===== src/rtl/instr_loader_pkg.sv =====
// Shared definitions for the program loader: FSM state encoding, framing defaults
// and the LEN-byte decode helper.
package instr_loader_pkg;

    typedef enum logic [2:0] {
        ST_IDLE  = 3'd0,
        ST_LEN   = 3'd1,
        ST_DATA  = 3'd2,
        ST_CSUM  = 3'd3,
        ST_DONE  = 3'd4,
        ST_ERROR = 3'd5
    } state_t;

    localparam logic [7:0]  SYNC_BYTE_DEF = 8'hA5;
    localparam logic [15:0] TIMEOUT_DEF   = 16'd50000;

    // A LEN byte of zero stands for a full 256-byte image.
    function automatic logic [8:0] frame_len(input logic [7:0] len_byte);
        return (len_byte == 8'd0) ? 9'd256 : {1'b0, len_byte};
    endfunction

endpackage


===== src/rtl/instr_loader_if.sv =====
// Byte-stream input handshake plus the instruction-memory write port of the loader.
interface instr_loader_if;

    logic [7:0] in_data;
    logic       in_valid;
    logic       in_ready;
    logic [7:0] mem_addr;
    logic [7:0] mem_w_data;
    logic       mem_w_en;

    modport master (
        output in_data,
        output in_valid,
        input  in_ready,
        input  mem_addr,
        input  mem_w_data,
        input  mem_w_en
    );

    modport slave (
        input  in_data,
        input  in_valid,
        output in_ready,
        output mem_addr,
        output mem_w_data,
        output mem_w_en
    );

endinterface


===== src/rtl/instr_loader.sv =====
// Framed byte-stream loader for the 256x8 instruction memory; keeps the CPU in
// reset until a frame with a matching checksum has been written.
//
//  state    | meaning
//  ---------+-----------------------------------------------------------
//  ST_IDLE  | hunting for SYNC, all other bytes dropped
//  ST_LEN   | next byte is the payload length (0 = 256)
//  ST_DATA  | payload bytes, each written to mem one cycle after arrival
//  ST_CSUM  | next byte is compared against the running 8-bit sum
//  ST_DONE  | image verified, CPU released; SYNC starts a reload
//  ST_ERROR | checksum or timeout failure, CPU held; SYNC retries
module instr_loader
    import instr_loader_pkg::*;
#(
    parameter logic [7:0]  SYNC_BYTE = SYNC_BYTE_DEF,
    parameter logic [15:0] TIMEOUT   = TIMEOUT_DEF
) (
    input  logic           clock,
    input  logic           reset_n,
    instr_loader_if.slave  lif,
    output logic           cpu_reset,
    output logic           load_done,
    output logic           load_err
);

    state_t      state;
    logic [8:0]  len;
    logic [8:0]  count;
    logic [7:0]  sum;
    logic [15:0] timer;

    logic accept;
    logic is_sync;
    logic in_frame;
    logic timed_out;

    assign accept    = lif.in_valid & lif.in_ready;
    assign is_sync   = (lif.in_data == SYNC_BYTE);
    assign in_frame  = (state == ST_LEN) || (state == ST_DATA) || (state == ST_CSUM);
    // An arriving byte always beats the timeout in the same cycle.
    assign timed_out = in_frame && !accept && (timer == TIMEOUT - 16'd1);

    always_ff @(posedge clock or negedge reset_n) begin
        if (!reset_n) begin
            state          <= ST_IDLE;
            cpu_reset      <= 1'b1;
            load_done      <= 1'b0;
            load_err       <= 1'b0;
            lif.in_ready   <= 1'b0;
            lif.mem_w_en   <= 1'b0;
            lif.mem_addr   <= 8'd0;
            lif.mem_w_data <= 8'd0;
            len            <= 9'd0;
            count          <= 9'd0;
            sum            <= 8'd0;
            timer          <= 16'd0;
        end else begin
            lif.in_ready <= 1'b1;
            lif.mem_w_en <= 1'b0;

            if (in_frame && !accept)
                timer <= timer + 16'd1;
            else
                timer <= 16'd0;

            if (timed_out) begin
                state    <= ST_ERROR;
                load_err <= 1'b1;
            end else begin
                case (state)
                    ST_IDLE: begin
                        if (accept && is_sync)
                            state <= ST_LEN;
                    end
                    ST_LEN: begin
                        if (accept) begin
                            len   <= frame_len(lif.in_data);
                            count <= 9'd0;
                            sum   <= 8'd0;
                            state <= ST_DATA;
                        end
                    end
                    ST_DATA: begin
                        if (accept) begin
                            lif.mem_w_en   <= 1'b1;
                            lif.mem_addr   <= count[7:0];
                            lif.mem_w_data <= lif.in_data;
                            sum            <= sum + lif.in_data;
                            count          <= count + 9'd1;
                            if (count + 9'd1 == len)
                                state <= ST_CSUM;
                        end
                    end
                    ST_CSUM: begin
                        if (accept) begin
                            if (lif.in_data == sum) begin
                                state     <= ST_DONE;
                                load_done <= 1'b1;
                                cpu_reset <= 1'b0;
                            end else begin
                                state    <= ST_ERROR;
                                load_err <= 1'b1;
                            end
                        end
                    end
                    ST_DONE: begin
                        if (accept && is_sync) begin
                            state     <= ST_LEN;
                            cpu_reset <= 1'b1;
                            load_done <= 1'b0;
                            load_err  <= 1'b0;
                        end
                    end
                    ST_ERROR: begin
                        if (accept && is_sync) begin
                            state    <= ST_LEN;
                            load_err <= 1'b0;
                        end
                    end
                    default: state <= ST_IDLE;
                endcase
            end
        end
    end

endmodule


===== src/flat_wrapper.sv =====
// flat-port wrapper written by rule: the top's interface ports become plain ports
module instr_loader_flat import instr_loader_pkg::*;
#(
    parameter logic [7:0]  SYNC_BYTE = SYNC_BYTE_DEF,
    parameter logic [15:0] TIMEOUT   = TIMEOUT_DEF
)
  (clock, reset_n, cpu_reset, load_done, load_err, lif_in_data, lif_in_valid, lif_in_ready, lif_mem_addr, lif_mem_w_data, lif_mem_w_en);
  instr_loader_if lif_i ();
  input  logic clock;
  input  logic reset_n;
  output logic cpu_reset;
  output logic load_done;
  output logic load_err;
  input wire logic [$bits(lif_i.in_data)-1:0] lif_in_data;
  input wire logic [$bits(lif_i.in_valid)-1:0] lif_in_valid;
  output wire logic [$bits(lif_i.in_ready)-1:0] lif_in_ready;
  output wire logic [$bits(lif_i.mem_addr)-1:0] lif_mem_addr;
  output wire logic [$bits(lif_i.mem_w_data)-1:0] lif_mem_w_data;
  output wire logic [$bits(lif_i.mem_w_en)-1:0] lif_mem_w_en;
  assign lif_i.in_data = lif_in_data;
  assign lif_i.in_valid = lif_in_valid;
  assign lif_in_ready = lif_i.in_ready;
  assign lif_mem_addr = lif_i.mem_addr;
  assign lif_mem_w_data = lif_i.mem_w_data;
  assign lif_mem_w_en = lif_i.mem_w_en;
  instr_loader #(.SYNC_BYTE(SYNC_BYTE), .TIMEOUT(TIMEOUT)) u_core (.clock(clock), .reset_n(reset_n), .lif(lif_i), .cpu_reset(cpu_reset), .load_done(load_done), .load_err(load_err));
endmodule

===== config.mk =====
export PLATFORM = sky130hd
export DESIGN_NAME = instr_loader_flat
export DESIGN_NICKNAME = d
export VERILOG_FILES = /design/src/rtl/instr_loader_pkg.sv /design/src/rtl/instr_loader_if.sv /design/src/rtl/instr_loader.sv /design/src/flat_wrapper.sv
export SDC_FILE = /design/constraint.sdc
export NUM_CORES = 1
export LEC_CHECK = 0
export CELL_PAD_IN_SITES_DETAIL_PLACEMENT = 1
export CELL_PAD_IN_SITES_GLOBAL_PLACEMENT = 2
export CORE_ASPECT_RATIO = 0.5
export CORE_MARGIN = 1.5
export CORE_UTILIZATION = 39
export CTS_CLUSTER_DIAMETER = 100
export DETAILED_ROUTE_END_ITERATION = 10
export PLACE_DENSITY_LB_ADDON = 0.15
export SLEW_MARGIN = 20
export SYNTH_ARGS = -nofsm -noshare
export SYNTH_HDL_FRONTEND = slang
export SYNTH_SLANG_ARGS = --single-unit

===== constraint.sdc =====
create_clock -name clock -period 3.8 [get_ports clock]
set_input_delay 0.57 -clock clock [delete_from_list [all_inputs] [get_ports clock]]
set_output_delay 0.57 -clock clock [all_outputs]
set_load 0.02 [all_outputs]

==> results.txt <==
----------------------------------------------------
[Finish]
  Post-synthesis to final-layout area growth ... 19.8%
  # diodes ... 0
  Count of nets after finishing ... 434
  Ratio of cells with drive above 1 in the final layout ... 0.0957

[Yosys]
  Count of distinct cell types in the synthesized netlist ... 56
  EDFF count, synth ... 0
  Most frequent cells after synthesis ... 73 x nand2_1, 65 x dfrtp_1, 27 x o21ai_0
  Async SR Flop Fraction ... 1.00
  Nets in the synthesized netlist ... 405
  Cell taking the most area after synthesis ... dfrtp_1
  Number of synthesized register bits ... 66
  Most used standard cell by instance count after synthesis ... nand2_1
  Top post-synthesis cells by area ... dfrtp_1 45%, nand2_1 7.6%, o21ai_0 3.7%, xnor2_1 3.4%, xor2_1 3.2%
  Post-Synthesis Mean Instance Area ... 9.40 um2
  Synth warnings ... 0
  Top-area cell type share of the netlist area ... 0.451
  Cell Area, Synth ... 0.00361 mm2
  Instance count of the mapped netlist ... 384
  Most instantiated flip-flop cell in the synthesis netlist ... dfrtp_1
  Seq/Total Area, Yosys ... 0.458

[Setup path]
  Critical path launch point type ... input pin
  Launch instance of the worst register-to-register path ... u_core.count[0]
  Top fanout value on the critical path ... 5
  Worst path required time ... 4.01 ns
  Endpoint of the most critical register-to-register path ... u_core.state[2]
  Arrival time worst endpoint ... 2.86 ns
  Kind of critical path ... in2reg
  Element type at the critical path end ... flop
  Number of cells traversed by the worst register-to-register path ... 7
  Worst R2R Setup Slack ... 1.30 ns

[GRT]
  First-pass GRT wire length ... 16.6 mm
  Vias in the first global route ... 3314
  GRT Resource Usage Total ... 0.215
  Number of antenna violations at the first check in global routing ... 0
  Maximum number of pins on one net before global-route repair ... 26
  Global-route congestion overflow total ... 0

[Detailed routing]
  Number of design rule violations left after detail routing ... 0
  ANT nets after route ... 0
  Initial drt markers ... 100
  Routed via count ... 2959
  Wire length reported by the detailed router ... 9.63 mm
  Detail-routed net length per standard cell ... 18.0 um
  Iteration count of the initial detailed-routing pass ... 4
  Number of vias per cell after detailed routing ... 5.53

[Power]
  Net switching power of the design ... 1020 uW
  Switching Fraction ... 0.351
  Leakage Power ... 0.00191 uW
  Sequential group share of total power ... 0.369
  Share of total power in the clock network ... 0.309
  P_int ... 1890 uW
  PD cells ... 673 mW/mm2
  Peak supply drop ... 0.000254 V
  Combinational Power Share ... 0.322

[STA]
  Minimum clock period after layout ... 2.65 ns
  Worst slew slack as a fraction of its limit ... 0.555
  Final setup vio count ... 0
  Achievable clock frequency ... 378 MHz
  Final setup margin ... 1.15 ns
  Slew at the pin closest to its max-slew limit ... 0.667 ns
  Unrepaired setup endpoints after global routing ... no
  Final hold viol count ... 0
  Total negative slack ... 0 ns
  Final worst clock skew ... 0.00567 ns
  Final cycle utilization of the critical path ... 0.697
  Pins Over Slew Limit ... 0

[CTS]
  CTS clk-pin slew, worst paths ... 0.06 ns
  Root Buffer ... clkbuf_16
  TritonCTS clock tree ... done
  Number of instances resized during post-cts repair ... 0
  H-tree levels ... 3
  Maximum buffer depth of the clock tree ... 2
  CTS Buf Count ... 9
  Source-to-sink clock delay at the later pin of the worst-skew pair ... 0.34 ns
  Number of buffers added to fix hold violations after cts ... 0
  Total clock sinks ... 66
  Post CTS Setup Buffer Count ... 0

[Die]
  Total number of placement rows ... 24
  Die outline height ... 71.0 um
  DIE AREA ... 0.00987 mm2
  Number of primary I/O pins ... 32
  Effective utilization at floorplan ... 0.409
  Die Wd ... 139 um
  Floorplan Core Area ... 0.00883 mm2

[Job]
  Maxcap violations ... 0

[Outcome]
  Outcome ... finished, final reports clean

[Placement]
  Quantity of I/O buffers inserted on ports ... 31
  Global placement routability congestion ... 0.823
  Placement-stage worst setup slack ... 0.611 ns
  Sum of net half-perimeters after detailed placement ... 6.97 mm

[Min path]
  Path category of the worst min-delay check ... in2async

----------------------------------------------------
==> layer usage <==
| metal | vias to the layer above | share of wire | global-route usage | wire, um |
|---|---|---|---|---|
| li1 | 1407 | - | - | - |
| met1 | 1494 | 0.46 | 0.265 | 4460 |
| met2 | 48 | 0.48 | 0.376 | 4670 |
| met3 | 10 | 0.042 | 0.0643 | 405 |
| met4 | 0 | 0.010 | 0.0567 | 96 |
| met5 | - | 0 | 0 | 0 |
==> layout by cell type (no fill, tap or decap), types with 4 or more instances in the layout <==
cell type	Yosys	routed
buf_4	3	5
inv_1	9	9
clkbuf_16	0	9
o31ai_1	6	6
clkdlybuf4s50_1	0	30
a31oi_1	5	5
ha_1	9	9
mux2_2	8	8
nor2_1	23	22
and3_1	8	8
a22o_1	5	5
a21oi_1	19	19
dfrtp_1	65	65
xor2_1	13	13
nand4_1	4	4
o21ai_0	27	27
nand2_1	73	73
xnor2_1	14	14
or3_1	8	8
nand3_1	13	13
nor3_1	6	6
and2_1	4	4
nor4_1	5	5
==> worst max-delay path, stage by stage <==
cell and delay, ns:
clkdlybuf4s50_1 0.53, nor4_1 0.43, nand2_1 0.28, a2111o_1 0.42, nand4bb_1 0.18, nor4b_1 0.33, o31ai_1 0.12
==> through the flow <==
stage	power (uW)	area, um2	hold slack, ns	util	cells
2_1_floorplan	1690	3610	0.274	-	384
3_3_place_gp	1960	4000	0.448	0.453	519
3_5_place_dp	2020	4000	0.462	0.453	519
4_1_cts	2940	4320	0.179	0.489	535
5_1_grt	3100	4320	0.192	0.490	535
6_report	2910	4320	0.179	0.490	535
==> cells by family after synthesis <==
group           Yosys count  share of synthesized area
flops                    66                      0.458
xor+xnor                 27                     0.0655
buf+inv                  28                     0.0378
fa+ha+maj                10                     0.0368
compound gates           78                      0.142
simple gates            164                      0.227
mux                      10                     0.0319
other cells               1                    0.00104
==> flip-flops by register name (all words and copies together) (netlist names), 3 cells and up <==
register               flops
u_core.sum                 8
u_core.len                 9
u_core.timer              16
u_core.count               9
u_core.lif.mem_w_data      8
u_core.state               3
u_core.lif.mem_addr        8
==> power by group through the flow <==
stage	registers (uW)	clock network [uW]	logic, uW
6_report	1070	898	937
2_1_floorplan	1060	0	631
3_3_place_gp	1070	0	890
5_1_grt	1100	948	1050
4_1_cts	1070	923	950
3_5_place_dp	1080	0	941
==> how the worst max path moves through the flow <==
stage | depth (start not counted) | end | startpoint | slack (ns)
final | 7 | u_core.load_err | lif_in_data[1] | 1.15
after floorplan | 7 | u_core.state[2] | u_core.count[0] | 1.64
after global placement | 8 | u_core.sum[7] | lif_in_valid | 0.85
after global routing | 7 | u_core.load_err | lif_in_data[1] | 0.98
after CTS | 8 | u_core.sum[7] | lif_in_valid | 1.01
after detailed placement | 8 | u_core.sum[7] | lif_in_valid | 0.61
==> area by class of cell <==
class	count	area, um2
Clock buffer	11	243
Clock inverter	5	77.6
Fill cell	1018	4510
Inverter	10	37.5
Multi-Input combinational cell	290	1820
Sequential cell	66	1650
Tap cell	117	146
Timing Repair Buffer	36	343
Note: power is estimated with default switching activity, not from simulation.
